$ cat src/rtl/cpu24_pkg.sv
// Shared definitions for the 24-bit CPU: opcodes, instruction field positions and fetch-unit states.
package cpu24_pkg;

    localparam int INSTR_W_DEFAULT = 24;

    localparam int OPCODE_MSB = 23;
    localparam int OPCODE_LSB = 20;

    localparam logic [3:0] OP_RTYPE  = 4'b0110;
    localparam logic [3:0] OP_ADDI   = 4'b0001;
    localparam logic [3:0] OP_LS     = 4'b0010;
    localparam logic [3:0] OP_SS     = 4'b0011;
    localparam logic [3:0] OP_BRANCH = 4'b0100;
    localparam logic [3:0] OP_HALT   = 4'b1111;

    typedef enum logic [1:0] {
        IDLE   = 2'd0,
        FETCH  = 2'd1,
        ISSUE  = 2'd2,
        HALTED = 2'd3
    } ifuState_t;

endpackage

$ cat src/rtl/ifu_pc_next.sv
// Next-PC arithmetic for the fetch unit: PC+1 and the taken-branch target, both wrapping at ADDR_W bits.
module ifu_pc_next #(
    parameter int ADDR_W = 8
) (
    input  logic [ADDR_W-1:0] pc,
    input  logic              branchTaken,
    input  logic [ADDR_W-1:0] branchOffset,
    output logic [ADDR_W-1:0] pcPlus1,
    output logic [ADDR_W-1:0] pcNext
);

    assign pcPlus1 = pc + ADDR_W'(1);
    // Offset is two's complement relative to PC+1; plain modular add handles both directions.
    assign pcNext  = branchTaken ? (pcPlus1 + branchOffset) : pcPlus1;

endmodule

$ cat src/rtl/instruction_fetch_unit.sv
// Instruction fetch unit: owns the PC, fetches over a req/ready handshake and presents instructions to decode.
// Optional HALT opcode support is enabled with `define IFU_HALT_EN.
//
// state  | meaning
// IDLE   | one cycle after reset release before the first fetch
// FETCH  | imem_req held at imem_addr until imem_ready
// ISSUE  | instruction presented with InstrValid; waits for Stall=0 to advance
// HALTED | HALT opcode issued; fetch stopped until reset (IFU_HALT_EN only)
module instruction_fetch_unit
    import cpu24_pkg::*;
#(
    parameter int                ADDR_W   = 8,
    parameter int                INSTR_W  = INSTR_W_DEFAULT,
    parameter logic [ADDR_W-1:0] RESET_PC = '0
) (
    input  logic               Clock,
    input  logic               ResetN,
    input  logic               Stall,
    input  logic               Branch,
    input  logic               Zero,
    input  logic [ADDR_W-1:0]  BranchOffset,
    output logic               imem_req,
    output logic [ADDR_W-1:0]  imem_addr,
    input  logic [INSTR_W-1:0] imem_rdata,
    input  logic               imem_ready,
    output logic [INSTR_W-1:0] Instr,
    output logic [3:0]         Opcode,
    output logic               InstrValid,
    output logic [ADDR_W-1:0]  PC,
    output logic [ADDR_W-1:0]  PCPlus1,
    output logic               Halted
);

    ifuState_t          state;
    logic [ADDR_W-1:0]  pcReg;
    logic [ADDR_W-1:0]  pcNext;
    logic [INSTR_W-1:0] instrReg;
    logic               validReg;
    logic               reqReg;
    logic [ADDR_W-1:0]  addrReg;

    ifu_pc_next #(
        .ADDR_W(ADDR_W)
    ) uPcNext (
        .pc          (pcReg),
        .branchTaken (Branch & Zero),
        .branchOffset(BranchOffset),
        .pcPlus1     (PCPlus1),
        .pcNext      (pcNext)
    );

`ifdef IFU_HALT_EN
    logic haltReg;
`endif

    always_ff @(posedge Clock or negedge ResetN) begin
        if (!ResetN) begin
            state    <= IDLE;
            pcReg    <= RESET_PC;
            instrReg <= '0;
            validReg <= 1'b0;
            reqReg   <= 1'b0;
            addrReg  <= '0;
`ifdef IFU_HALT_EN
            haltReg  <= 1'b0;
`endif
        end else begin
            case (state)
                IDLE: begin
                    state   <= FETCH;
                    reqReg  <= 1'b1;
                    addrReg <= pcReg;
                end
                FETCH: begin
                    if (imem_ready) begin
                        instrReg <= imem_rdata;
                        reqReg   <= 1'b0;
                        validReg <= 1'b1;
                        state    <= ISSUE;
                    end
                end
                ISSUE: begin
                    if (!Stall) begin
`ifdef IFU_HALT_EN
                        if (Opcode == OP_HALT) begin
                            validReg <= 1'b0;
                            haltReg  <= 1'b1;
                            state    <= HALTED;
                        end else
`endif
                        begin
                            // Request the next address in the same edge that updates PC.
                            pcReg    <= pcNext;
                            addrReg  <= pcNext;
                            reqReg   <= 1'b1;
                            validReg <= 1'b0;
                            state    <= FETCH;
                        end
                    end
                end
                default: begin
                    validReg <= 1'b0;
                    reqReg   <= 1'b0;
                end
            endcase
        end
    end

    assign imem_req   = reqReg;
    assign imem_addr  = addrReg;
    assign Instr      = instrReg;
    assign Opcode     = instrReg[OPCODE_MSB:OPCODE_LSB];
    assign InstrValid = validReg;
    assign PC         = pcReg;

`ifdef IFU_HALT_EN
    assign Halted = haltReg;
`else
    assign Halted = 1'b0;
`endif

endmodule
$ cat config.mk
export PLATFORM = sky130hd
export DESIGN_NAME = instruction_fetch_unit
export DESIGN_NICKNAME = d
export VERILOG_FILES = /design/src/rtl/cpu24_pkg.sv /design/src/rtl/ifu_pc_next.sv /design/src/rtl/instruction_fetch_unit.sv
export SDC_FILE = /design/constraint.sdc
export NUM_CORES = 1
export LEC_CHECK = 0
export CORE_AREA = 5 5 106 58
export CTS_CLUSTER_DIAMETER = 100
export DETAILED_ROUTE_END_ITERATION = 16
export DIE_AREA = 0 0 111 63
export PLACE_DENSITY_LB_ADDON = 0.05
export SLEW_MARGIN = 20
export SYNTH_ARGS = -nofsm -noshare
export SYNTH_HDL_FRONTEND = slang
export SYNTH_SLANG_ARGS = --single-unit
$ cat constraint.sdc
create_clock -name Clock -period 6.7 [get_ports Clock]
set_input_delay 1.34 -clock Clock [delete_from_list [all_inputs] [get_ports Clock]]
set_output_delay 1.34 -clock Clock [all_outputs]
set_load 0.01 [all_outputs]
==> results by group <==
Detailed routing
  • Antenna viol nets, final: 0
  • Routed len/inst: 15.0 um
  • Drt first-iter violations: 84
  • Final WL: roughly 5400 um
  • Vias post-DR: 1,842
  • DRC: 0
  • First-pass DRT Iterations: 4
  • Vias/cell: 5.07

Worst setup path
  • CP startpoint kind: register
  • Worst Path Arrival: ~2300 ps
  • CP max FO: 9
  • Setup crit end kind: output port
  • Crit-path cells: ha_1 -> nand3_1 -> nor2_1 -> xor2_1 -> clkdlybuf4s50_1
  • Critical path class: reg2out
  • Reg2Reg Depth: 11
  • Critical Path RT: ~5400 ps
  • Critical Path Max Stage Delay: 590 ps
  • CP max stage cell: clkdlybuf4s50_1

Placement
  • DP Area: ~3200 um^2
  • DP HPWL: 4210 um
  • Inst Count DP: around 360
  • Port Buffer Count: 91
  • Place WS: 3260 ps
  • Placer Congestion: about 0.77

STA
  • Fin worst setup slack: 3070 ps
  • FMAX: 275 MHz
  • Period Utilization, post-route: 0.542
  • Hold Slack: 505 ps
  • Crit path time final: 3630 ps
  • RSZ-0062 raised after global routing: false
  • Slew margin rel.: 0.464
  • Final Hold Viols: 0
  • Setup Skew: 4.15 ps
  • Slew Limit Fails: 0
  • Worst Max-Slew Pin Slew: 804 ps
  • Setup TNS: 0 ps
  • Final setup viols: 0

Min path
  • Hold WC Path Type: reg2reg
  • Worst hold stages: 1

Clock tree
  • CTS H-tree lvls: 2
  • TritonCTS Buffers: 5
  • Total of cells resized after clock tree synthesis: 0
  • Clock transition at path regs: 80 ps
  • Clock latency on the worst-skew pair: around 280 ps
  • Setup bufs post-CTS: 0
  • # hold bufs at CTS: 0
  • TritonCTS clock tree: yes
  • Clock root buffer: clkbuf_8
  • # clock sinks: 44
  • CTS Buffer Depth: 2

Cells and area
  • Commonest non-fill, non-tap cell in the layout: clkdlybuf4s50_1
  • Layout cells sized above 1: 0.128
  • Diodes inserted: 0
  • Nets: 338
  • Commonest cells after routing, fill and taps aside: clkdlybuf4s50_1 (90), dfrtp_1 (44), mux2_2 (25)
  • Final instance area: around 3300 um^2
  • FILL cells: 428
  • Area Overhead vs Synth: 45.4%
  • Fin cells: 363

Die
  • Core Region: roughly 5200 um^2
  • Initial Utilization: 0.434
  • Die span in x: 111 um
  • DIE AREA: 6990 um^2
  • Die height: 63 um
  • Rows: 19
  • Boundary Pins: 93

Global route
  • Vias in the first global route: 1,754
  • Met2 GRT Util: 0.217
  • Global-route wire length before repair: 8740 um
  • Busiest grt layer: met1
  • Grt ovf: 0
  • Routing usage on met3: 0.0580
  • Pin count of the biggest net entering global routing: 45
  • Met1 Use GR: 0.233
  • Initial antenna violation count: 0
  • All-Layer GR Usage: 0.155

Synth
  • Synthesized Nets: 252
  • Seq cells post-synth: 44
  • Ys Warns: 0
  • Unique cell type count in the Yosys netlist: 40
  • Syn_area_per_cell: 11.1 um^2
  • Mapped Cells: 204
  • Post-synth design cell area: about 2300 um^2
  • Register area share after synthesis: 0.488

Pwr
  • P per Cell Area: 476 nW/um^2
  • Leak: between 0.001 and 0.0015 uW
  • Max VDD drop: roughly 0.26 mV

Flow run
  • Max cap viols: 0

Run status
  • Outcome: finished clean
-- flip-flops by register name, indices dropped and copies added (netlist names) --
| signal | flops |
|---|---|
| Instr | 24 |
| PC | 8 |
| imem_addr | 8 |
| state | 2 |
| InstrValid | 1 |
| imem_req | 1 |
-- cell usage after synthesis --
cell type	n	area, um^2
buf_4	5	37.5
nor2b_1	3	18.8
xor2_1	5	43.8
a21o_1	3	22.5
mux2i_1	1	10.0
o22a_1	1	8.76
mux2_2	25	282
a221oi_1	1	8.76
nor2_4	1	11.3
xnor2_1	4	35.0
o22ai_1	3	18.8
conb_1	1	3.75
o211ai_1	2	15.0
buf_2	4	20.0
nor3_1	2	10.0
dfrtp_1	44	1100
nand2_1	9	33.8
nor4_1	1	6.26
ha_1	9	113
nand4_1	1	6.26
o21ai_0	6	30.0
o32ai_1	5	43.8
a21oi_1	16	80.1
nor3b_1	1	7.51
o21a_1	1	7.51
nor4b_1	1	8.76
fa_1	1	20.0
clkbuf_1	5	18.8
a21boi_0	2	15.0
nand3_2	1	10.0
o21ai_1	2	10.0
nand3_1	4	20.0
nand2b_1	4	25.0
xor2_2	1	16.3
and3_1	2	12.5
nand3b_1	1	7.51
a31oi_1	3	18.8
nor2_1	16	60.1
a211oi_1	4	30.0
inv_1	3	11.3
-- area by class of cell --
class / count / area [um^2] / share of cell area
sequential: 44 / 1100 / 0.335
multi-input combinational: 143 / 1070 / 0.326
timing repair buffer: 93 / 933 / 0.284
tap: 73 / 91.3 / 0.0278
clock buffer: 6 / 72.6 / 0.0221
inverter: 3 / 11.3 / 0.00343
clock inverter: 1 / 5.00 / 0.00152
-- path summary, 6_finish.rpt --
kind	start	end	slack, ps
max	PC[0]$_DFFE_PN0P_	PCPlus1[6]	3070
min reg2reg	Instr[15]$_DFFE_PN0P_	Instr[15]$_DFFE_PN0P_	510
min	Instr[15]$_DFFE_PN0P_	Instr[15]$_DFFE_PN0P_	510
max reg2reg	PC[0]$_DFFE_PN0P_	imem_addr[7]$_DFFE_PN0P_	3850
min in group asynchronous	ResetN	Instr[4]$_DFFE_PN0P_	920
max in group asynchronous	ResetN	Instr[15]$_DFFE_PN0P_	5330
-- metrics by stage --
step / total power (uW) / utilization
4_1_cts: 1580 / 0.627
3_5_place_dp: 1420 / 0.612
2_1_floorplan: 985 / -
6_report: 1560 / 0.631
5_1_grt: 1680 / 0.631
3_3_place_gp: 1410 / 0.612
-- worst max-delay path: cells and delay by family (launching register included) --
kind | cells | cell delay [ps]
buffers and inverters | 1 | 590
flip-flops | 1 | 510
AND/OR/NAND/NOR | 2 | 350
adder cells (fa/ha/maj) | 1 | 290
XOR/XNOR | 1 | 270
-- kinds of logic (layout without fill, tap and decap cells) --
| family | count (synthesis) | count (layout) | synth area share |
|---|---|---|---|
| compound gates | 49 | 49 | 0.137 |
| xor+xnor | 10 | 10 | 0.0421 |
| fa+ha+maj | 10 | 10 | 0.0587 |
| buf+inv | 17 | 103 | 0.0388 |
| flops | 44 | 44 | 0.488 |
| mux | 26 | 26 | 0.129 |
| other cells | 1 | 1 | 0.00166 |
| simple gates | 47 | 47 | 0.105 |
-- per-layer routing --
metal	part of all wire	vias up
met2	0.42	60
met3	0.074	0
li1	-	901
met5	0	-
met4	0	0
met1	0.51	881
-- report_power, final --
group	internal, uW	total [uW]	switching [uW]
combinational	520	908	388
clock	70.9	154	82.7
sequential	390	503	113
Note: power is estimated with default switching activity, not from simulation.
